## src/rtl/toy_cpu_core.sv

```systemverilog
// Single-cycle accumulator CPU: A/B registers, carry flag, output register and halt.
// Fetches one instruction per enabled clock from an external combinational ROM.
module toy_cpu_core #(
  parameter int unsigned DATA_W = 4,
  parameter int unsigned PC_W   = 4
) (
  input  logic              CK,
  input  logic              RST_N,
  input  logic              EN,
  output logic [PC_W-1:0]   IADDR,
  input  logic [DATA_W+3:0] IDATA,
  input  logic [DATA_W-1:0] IN_PORT,
  output logic [DATA_W-1:0] OUT_PORT,
  output logic              CARRY,
  output logic              HALT,
  output logic [DATA_W-1:0] A_OUT,
  output logic [DATA_W-1:0] B_OUT
);

  typedef enum logic [3:0] {
    OpAddAIm = 4'h0,
    OpMovAB  = 4'h1,
    OpInA    = 4'h2,
    OpMovAIm = 4'h3,
    OpMovBA  = 4'h4,
    OpAddBIm = 4'h5,
    OpInB    = 4'h6,
    OpMovBIm = 4'h7,
    OpAddAB  = 4'h8,
    OpOutB   = 4'h9,
    OpHlt    = 4'hA,
    OpOutIm  = 4'hB,
    OpJc     = 4'hC,
    OpNop    = 4'hD,
    OpJnc    = 4'hE,
    OpJmp    = 4'hF
  } op_e;

  logic [PC_W-1:0]   pc_q, pc_d;
  logic [DATA_W-1:0] a_q, a_d, b_q, b_d, out_q, out_d;
  logic              c_q, c_d, halt_q, halt_d;

  op_e               op;
  logic [DATA_W-1:0] imm;
  logic [PC_W-1:0]   jmp_tgt;
  logic [DATA_W:0]   sum;

  assign op      = op_e'(IDATA[DATA_W+3:DATA_W]);
  assign imm     = IDATA[DATA_W-1:0];
  assign jmp_tgt = imm[PC_W-1:0];

  always_comb begin
    pc_d   = pc_q;
    a_d    = a_q;
    b_d    = b_q;
    out_d  = out_q;
    c_d    = c_q;
    halt_d = halt_q;
    sum    = '0;
    // Once halted nothing moves until reset, whatever EN or IDATA do.
    if (EN && !halt_q) begin
      pc_d = pc_q + PC_W'(1);
      unique case (op)
        OpAddAIm: begin
          sum = {1'b0, a_q} + {1'b0, imm};
          a_d = sum[DATA_W-1:0];
          c_d = sum[DATA_W];
        end
        OpMovAB:  a_d = b_q;
        OpInA:    a_d = IN_PORT;
        OpMovAIm: a_d = imm;
        OpMovBA:  b_d = a_q;
        OpAddBIm: begin
          sum = {1'b0, b_q} + {1'b0, imm};
          b_d = sum[DATA_W-1:0];
          c_d = sum[DATA_W];
        end
        OpInB:    b_d = IN_PORT;
        OpMovBIm: b_d = imm;
        OpAddAB: begin
          sum = {1'b0, a_q} + {1'b0, b_q};
          a_d = sum[DATA_W-1:0];
          c_d = sum[DATA_W];
        end
        OpOutB:   out_d = b_q;
        OpHlt: begin
          pc_d   = pc_q;
          halt_d = 1'b1;
        end
        OpOutIm:  out_d = imm;
        OpJc:     if (c_q) pc_d = jmp_tgt;
        OpNop:    ;
        OpJnc:    if (!c_q) pc_d = jmp_tgt;
        OpJmp:    pc_d = jmp_tgt;
      endcase
    end
  end

  always_ff @(posedge CK) begin
    if (!RST_N) begin
      pc_q   <= '0;
      a_q    <= '0;
      b_q    <= '0;
      out_q  <= '0;
      c_q    <= 1'b0;
      halt_q <= 1'b0;
    end else begin
      pc_q   <= pc_d;
      a_q    <= a_d;
      b_q    <= b_d;
      out_q  <= out_d;
      c_q    <= c_d;
      halt_q <= halt_d;
    end
  end

  assign IADDR    = pc_q;
  assign OUT_PORT = out_q;
  assign CARRY    = c_q;
  assign HALT     = halt_q;
  assign A_OUT    = a_q;
  assign B_OUT    = b_q;

endmodule

```

## config.mk

```make
export PLATFORM = sky130hd
export DESIGN_NAME = toy_cpu_core
export DESIGN_NICKNAME = d
export VERILOG_FILES = /design/src/rtl/toy_cpu_core.sv
export SDC_FILE = /design/constraint.sdc
export NUM_CORES = 1
export LEC_CHECK = 0
export BUFFER_PORTS_ARGS = -buffer_cell sky130_fd_sc_hd__buf_2
export CAP_MARGIN = 25
export CORE_MARGIN = 2
export CORE_UTILIZATION = 55
export CTS_BUF_LIST = sky130_fd_sc_hd__clkbuf_16
export DETAILED_ROUTE_END_ITERATION = 16
export PLACE_DENSITY = 0.8
export SYNTH_ARGS = -nofsm -noshare
export SYNTH_HDL_FRONTEND = slang
export SYNTH_SLANG_ARGS = --single-unit
```

## constraint.sdc

```tcl
create_clock -name CK -period 2.5 [get_ports CK]
set_input_delay 0.375 -clock CK [delete_from_list [all_inputs] [get_ports CK]]
set_output_delay 0.375 -clock CK [all_outputs]
set_load 0.1 [all_outputs]
```

Word-level counts from Yosys, hierarchy flattened
Cells that the tools add are included.

Output and inout bits: 18. RAM bits: 0. Input port bits: 15. Memory bits (read-only): 0. Memories kept: 0. Word-level logic and storage cells: 45. Register bits after elaboration: 18. Bits in latches: 0.

Reduce and logical (&&, ||, !) cells: 13. Mux-type cells: 7. Shift operators: 0. $mul: 0. Order comparisons: 0. Bitwise operators: 1. Divide/modulo/power cells: 0. $add $sub $neg: 4. Equal/unequal tests: 14.

Operators by type and width (number): 4-bit case mux with 4 select lines (2); 4-bit equality test, second input constant (7); 4-bit case mux with 5 select lines (1); 4-bit by 3-bit equality test with 1-bit output, second input constant (4); 4-bit by 4-bit adder with 5-bit output (3); 2-bit AND reduction (6); 4-bit by 2-bit equality test with 1-bit output, second input constant (2); 4-bit 2-to-1 mux (2); 4-bit case mux with 2 select lines (1); 5-bit nonzero test (1); 4-bit by 1-bit adder with 4-bit output, second input constant (1); 4-bit by 1-bit equality test with 1-bit output, second input constant (1); 4-bit zero test (1); 4-bit nonzero test (1); 1-bit case mux with 3 select lines (1); 3-bit nonzero test (1); 2-bit nonzero test (1); 1-bit logical AND (1); 1-bit zero test (1); 1-bit NOT (1).

Longest topological paths before layout
Gate-level depths: netlist (run 1).

Depth in word-level cells: 3. Mapped depth: 8.

Least setup slack after synthesis (run 1)
OpenSTA, ideal clock, no wires.

Path type: flip-flop to flip-flop. From: register b_q[0] (netlist: B_OUT[0]). To: register b_q[2] (netlist: B_OUT[2]). Data arrival time: 2484 ps. Stages on the path, launching flop included: 8. Data required time: 2380 ps. Buffers on the path: 0. Clock period less this slack: 2604 ps. Path slack: -104 ps. Cell sequence: dfxtp_1 > ha_1 > inv_1 > fa_1 > xnor2_1 > mux4_2 > mux2i_1 > nor2b_1.

Cells in the longest elaborated chain, start to end: 2.

RTL lines: start: declaration (line 40) `logic [DATA_W-1:0] a_q, a_d, b_q, b_d, out_q, out_d;`; start signal: assignment (line 103) `b_q <= '0;`; start signal: assignment (line 110) `b_q <= b_d;`; 4-bit by 4-bit adder with 5-bit output (line 74) `sum = {1'b0, b_q} + {1'b0, imm};`; 4-bit case mux with 4 select lines (line 63) `unique case (op)`.

No other way between the ends. A chain may end at the register's enable or synchronous reset.

Worst setup path after layout (run 1)
Same ends and word-level chain as after synthesis.

==> results of run 1 <==
## sequential cells by signal, summed over array words and instances (netlist names)
signal    flops
IADDR         4
B_OUT         4
HALT          1
A_OUT         4
CARRY         1
OUT_PORT      4
## cell usage after synthesis, types with 2 or more instances
library cell / n / share of area, %
nand3_1: 5 / 1.5
buf_4: 3 / 1.3
buf_2: 3 / 0.90
nor2_1: 7 / 1.6
xnor2_1: 4 / 2.1
clkbuf_1: 2 / 0.45
a21o_1: 3 / 1.3
nand3b_1: 2 / 0.90
o2111ai_1: 2 / 1.0
inv_1: 9 / 2.0
xor2_1: 2 / 1.0
o21a_1: 3 / 1.3
o211ai_1: 4 / 1.8
fa_1: 3 / 3.6
ha_1: 13 / 9.7
o21ai_0: 9 / 2.7
nor2_4: 4 / 2.7
dfxtp_1: 18 / 21
a21oi_1: 13 / 3.9
nor4b_1: 2 / 1.0
nor2b_1: 11 / 4.1
nor3_1: 6 / 1.8
o22ai_1: 2 / 0.75
o211a_1: 5 / 3.0
nand2_1: 19 / 4.3
mux2i_1: 7 / 4.2
a31oi_1: 3 / 1.1
## metal layers
metal | global-route usage, % | up-vias | wire length, microns
met1 | 31.9 | 724 | 1790
met5 | 0 | - | 0
met2 | 41.6 | 63 | 1950
met3 | 5.24 | 2 | 338
li1 | - | 756 | -
met4 | 5.84 | 0 | 16
## stage by stage
stage                     cell area (sq um)  worst slack [ns]
after CTS                              1890             0.567
after detailed placement               1810             0.430
final                                  1890             0.555
after global placement                 1810             0.481
after floorplan                        1680            0.0394
after global routing                   1890             0.497
## logic make-up after synthesis
family,after synthesis,share of synthesized area [%]
adder cells (fa/ha/maj),16,13.3
buffers and inverters,19,6.27
flip-flops,18,21.5
multiplexers,9,6.19
AO/OA/AOI/OAI,55,22.5
XOR/XNOR,7,4.10
AND/OR/NAND/NOR,69,26.2
## critical path: stages, from the launching register on
cell,delay [ns]
dfxtp_2,0.38
ha_1,0.19
inv_1,0.06
fa_1,0.41
xnor2_1,0.15
mux4_2,0.45
mux2i_1,0.14
nor2b_1,0.06
## final timing paths
| check | startpoint | to | slack, ns | cells past startpoint |
|---|---|---|---|---|
| setup / recovery | B_OUT[0] | B_OUT[2] | 0.55 | 7 |
| hold reg to reg | OUT_PORT[1] | OUT_PORT[1] | 0.49 | 1 |
| setup reg to reg | B_OUT[0] | B_OUT[2] | 0.55 | 7 |
| hold / removal | EN | HALT | 0.42 | 3 |
## layout make-up
class | count | share of cell area [%]
inverter | 9 | 1.79
sequential | 18 | 19.2
timing repair buffer | 32 | 8.48
multi-input combinational | 156 | 64.1
tap | 33 | 2.19
clock inverter | 1 | 0.199
clock buffer | 3 | 3.98
## power by group through the flow
stage | logic, W | clock network [W] | registers [W]
detailed placement | 0.000305 | 0 | 0.000326
floorplan | 0.000150 | 0 | 0.000425
global placement | 0.000301 | 0 | 0.000326
global route | 0.000329 | 0.000350 | 0.000322
CTS | 0.000307 | 0.000337 | 0.000320
finish | 0.000309 | 0.000333 | 0.000320
==> flow_summary.json, run 1 <==
{
  "max-clock-path-buffers": 2,
  "start_kind": "register",
  "pwr-share-comb_pct": 32.1,
  "ys.flop_type": "dfxtp_1",
  "final_common_cell": "buf_2",
  "ys.warnings.count": 0,
  "yosysSeqAreaShare_pct": 21.5,
  "whs_ns": 0.419,
  "num_rows": 20,
  "switching_share_pct": 37.0,
  "intPower_w": 0.000605,
  "regArea_sq_um": 363,
  "fp.dieW_microns": 59.2,
  "cts_tree": "built",
  "grt_max_degree": 29,
  "leakage_nw": 0.866,
  "post-place-cells": 248,
  "p_per_area_nw_per_um2": 509,
  "drt_iter0_markers": 76,
  "clock_sinks": 18,
  "ir_drop_uv": 313,
  "synth_edf_count": 0,
  "arrival_ns": 2.09,
  "final_cell_mix": "buf_2 (32), nand2_1 (19), dfxtp_1 (16)",
  "power_frac_clock_pct": 34.7,
  "cts_setup_buffers": 0,
  "rsz0062_at_grt": "false",
  "first_global_vias": 1417,
  "drive_gt1_share_pct": 23.3,
  "finalCritPeriodShare_pct": 77.8,
  "ctsResizeCount": 0,
  "finalSetupViolCount": 0,
  "htree_levels": 1,
  "end_kind": "register",
  "power.total_w": 0.000962,
  "cts_hold_buf": 0,
  "grt_usage_pct": 24.6,
  "finalCriticalPeriod_ns": 1.95,
  "start_util_pct": 56.3,
  "grt_pass1_wl_microns": 6660,
  "hold_viol_final": 0,
  "status": "completed",
  "yosysUniqueCellTypes": 56,
  "area_growth_pct": 12.6,
  "utilization_pct": 63.4,
  "multi_input_area_sq_um": 1210,
  "tightest_slew_ns": 0.622,
  "numPortBuffers": 32,
  "max_clock_freq_mhz": 514,
  "clk_pin_slew_ns": 0.06,
  "cts-root-buf": "clkbuf_16",
  "drv_cap": 0,
  "n_antenna_cell": 0,
  "async_flop_share_pct": 0,
  "ios": 33,
  "synth_cells": 193,
  "stdcell_count": 252,
  "synth_area_sq_um": 1680,
  "dp_hpwl_microns": 2910,
  "num-fill-cells": 274,
  "synth.net_count": 224,
  "tns_ns": 0,
  "numCtsBuffers": 3,
  "drc_errors": 0,
  "place.gp.congestion": 0.890,
  "vias_per_cell": 6.13,
  "die_y_microns": 59.2,
  "first_pass_iters": 4,
  "synth-seq-cells": 18,
  "final_nets": 251,
  "clk-insertion-delay-late_ns": 0.25,
  "die-area_sq_um": 3510,
  "num_vias": 1545,
  "final_antenna_net_count": 0,
  "grt_antenna_before_repair": 0,
  "drt_wl_total_microns": 4090,
  "finalMaxSlewViolations": 0,
  "core_area_sq_um": 2980,
  "holdCritPathClass": "in -> reg",
  "timing_worst_setup_path_type": "reg -> reg",
  "finClkSkew_ns": 0.00331,
  "grt_overflow_total": 0,
  "synth.avg_cell_area_sq_um": 8.69,
  "required_ns": 2.65,
  "critPathMaxFanout": 6,
  "routedWlPerCell_microns": 16.2,
  "p_switching_w": 0.000356,
  "maxSlewHeadroom_pct": 58.5,
  "power_frac_seq_pct": 33.2
}
Note: power is estimated with default switching activity, not from simulation.
==> inputs of run 2 (changes only) <==
ABC_AREA = 1   (was unset)
CORE_UTILIZATION = 49   (was 55)
PLACE_DENSITY = 0.76   (was 0.8)
clock period = 1.7 ns   (was 2.5 ns; I/O delays follow)
==> flow_summary.json, run 2 <==
{
  "status": "completed",
  "synth_cells": 259,
  "die_y_microns": 60.9,
  "final_nets": 331,
  "synth_edf_count": 0,
  "required_ns": 1.84,
  "drt_iter0_markers": 89,
  "cts-root-buf": "clkbuf_16",
  "area_growth_pct": 24.7,
  "num-fill-cells": 291,
  "async_flop_share_pct": 0,
  "holdCritPathClass": "in -> reg",
  "finalCriticalPeriod_ns": 1.59,
  "tightest_slew_ns": 0.487,
  "synth_area_leaders": "dfxtp_1 (23%), nand2_1 (17%), ha_1 (10%)",
  "yosysTopAreaCell": "dfxtp_1",
  "fp.dieW_microns": 60.9,
  "ys.flop_type": "dfxtp_1",
  "clock_sinks": 18,
  "finalSetupViolCount": 0,
  "timing_worst_setup_path_type": "reg -> reg",
  "final_cell_mix": "nand2_1 (69), nor2_1 (35), inv_1 (34)",
  "drt_wl_total_microns": 4400,
  "start_kind": "register",
  "max-clock-path-buffers": 2,
  "critPathMaxFanout": 6,
  "max_clock_freq_mhz": 627,
  "yosysSeqAreaShare_pct": 22.7,
  "die-area_sq_um": 3700,
  "numCtsBuffers": 3,
  "first_pass_iters": 4,
  "grt_pass1_wl_microns": 6930,
  "r2r_setup_slack_ns": 0.11,
  "final_antenna_net_count": 0,
  "arrival_ns": 1.73,
  "n_antenna_cell": 0,
  "synth.net_count": 290,
  "num_rows": 20,
  "synth-seq-cells": 18,
  "htree_levels": 1,
  "synth_most_common_cell": "nand2_1",
  "drc_errors": 0,
  "grt_max_degree": 11,
  "dp_hpwl_microns": 3370,
  "hold_viol_final": 0,
  "clk-insertion-delay-late_ns": 0.25,
  "ios": 33,
  "grt_usage_pct": 25.8,
  "num_vias": 1729,
  "finalMaxSlewViolations": 0,
  "drive_gt1_share_pct": 21.7,
  "routedWlPerCell_microns": 12.8,
  "p_per_area_nw_per_um2": 719,
  "place.gp.congestion": 0.905,
  "core_area_sq_um": 3050,
  "finClkSkew_ns": 0.00380,
  "leakage_nw": 0.990,
  "power.total_w": 0.00142,
  "final_common_cell": "nand2_1",
  "vias_per_cell": 5.04,
  "numPortBuffers": 32,
  "clk_pin_slew_ns": 0.05,
  "synthTopCellsByCount": "nand2_1 (71), inv_1 (36), nor2_1 (35)",
  "grt_antenna_before_repair": 0,
  "finalCritPeriodShare_pct": 93.8,
  "yosysUniqueCellTypes": 19,
  "cts_setup_buffers": 0,
  "synth_top_area_share_pct": 22.7,
  "maxSlewHeadroom_pct": 67.8,
  "drv_cap": 0,
  "ys.warnings.count": 0,
  "first_global_vias": 1527,
  "end_kind": "register",
  "synth.avg_cell_area_sq_um": 6.12,
  "cts_hold_buf": 0,
  "ctsResizeCount": 0,
  "start_util_pct": 51.9,
  "synth_area_sq_um": 1580,
  "grt_overflow_total": 0,
  "utilization_pct": 64.7,
  "ir_drop_uv": 577,
  "cts_tree": "built"
}
## run 2: area by class of cell
class | count | area, sq um | share of cell area [%]
multi-input combinational | 204 | 1130 | 57.1
tap | 44 | 55.1 | 2.79
timing repair buffer | 36 | 190 | 9.63
inverter | 37 | 139 | 7.03
clock inverter | 1 | 3.75 | 0.190
sequential | 18 | 385 | 19.5
clock buffer | 3 | 75.1 | 3.80
## run 2: where the power goes
part	switching (W)	internal [W]	total, W
logic	0.000345	0.000117	0.000461
registers	0.0000298	0.000445	0.000475
clock network	0.000170	0.000313	0.000484
## run 2: worst max-delay path, stage by stage (launching register included)
cell,delay [ns]
dfxtp_4,0.40
ha_4,0.16
inv_2,0.04
fa_2,0.52
inv_2,0.03
nand2_2,0.05
nand2_1,0.04
inv_1,0.06
nand2_1,0.06
nand2_2,0.07
a21oi_2,0.05
## run 2: cell families (layout without fill, tap and decap cells)
group / Yosys count / in the layout / synth area share [%]
buffers and inverters: 37 / 77 / 8.77
DFF: 18 / 18 / 22.7
xor gates and xnor gates: 4 / 4 / 2.21
and+or+nand+nor: 132 / 132 / 34.9
AOI/OAI and AO/OA: 52 / 52 / 17.3
adders and majority gates: 16 / 16 / 14.1
## run 2: worst paths after layout
kind	from	end	cells past startpoint
max reg2reg	B_OUT[0]	A_OUT[1]	10
min	EN	HALT	3
min reg2reg	IADDR[0]	IADDR[0]	2
max	B_OUT[0]	A_OUT[1]	10
## run 2: metrics by stage
step | std cells | setup slack [ns] | area, sq um | TNS, ns | hold WS [ns]
final | 343 | 0.105 | 1980 | 0 | 0.291
after global routing | 343 | -0.00470 | 1980 | -0.00482 | 0.310
after CTS | 343 | 0.0926 | 1960 | 0 | 0.288
after detailed placement | 339 | 0.0373 | 1880 | 0 | 0.459
after global placement | 339 | 0.0537 | 1880 | 0 | 0.461
after floorplan | 259 | 0.00748 | 1630 | 0 | 0.383
## run 2: per-layer routing
layer  vias to the layer above  share of wire, %  global-route usage (%)
li1                        928                 -                       -
met1                       737                47                    35.2
met2                        59                46                    42.1
met3                         5               6.4                    2.56
met4                         0               1.2                    9.63
met5                         -                 0                       0
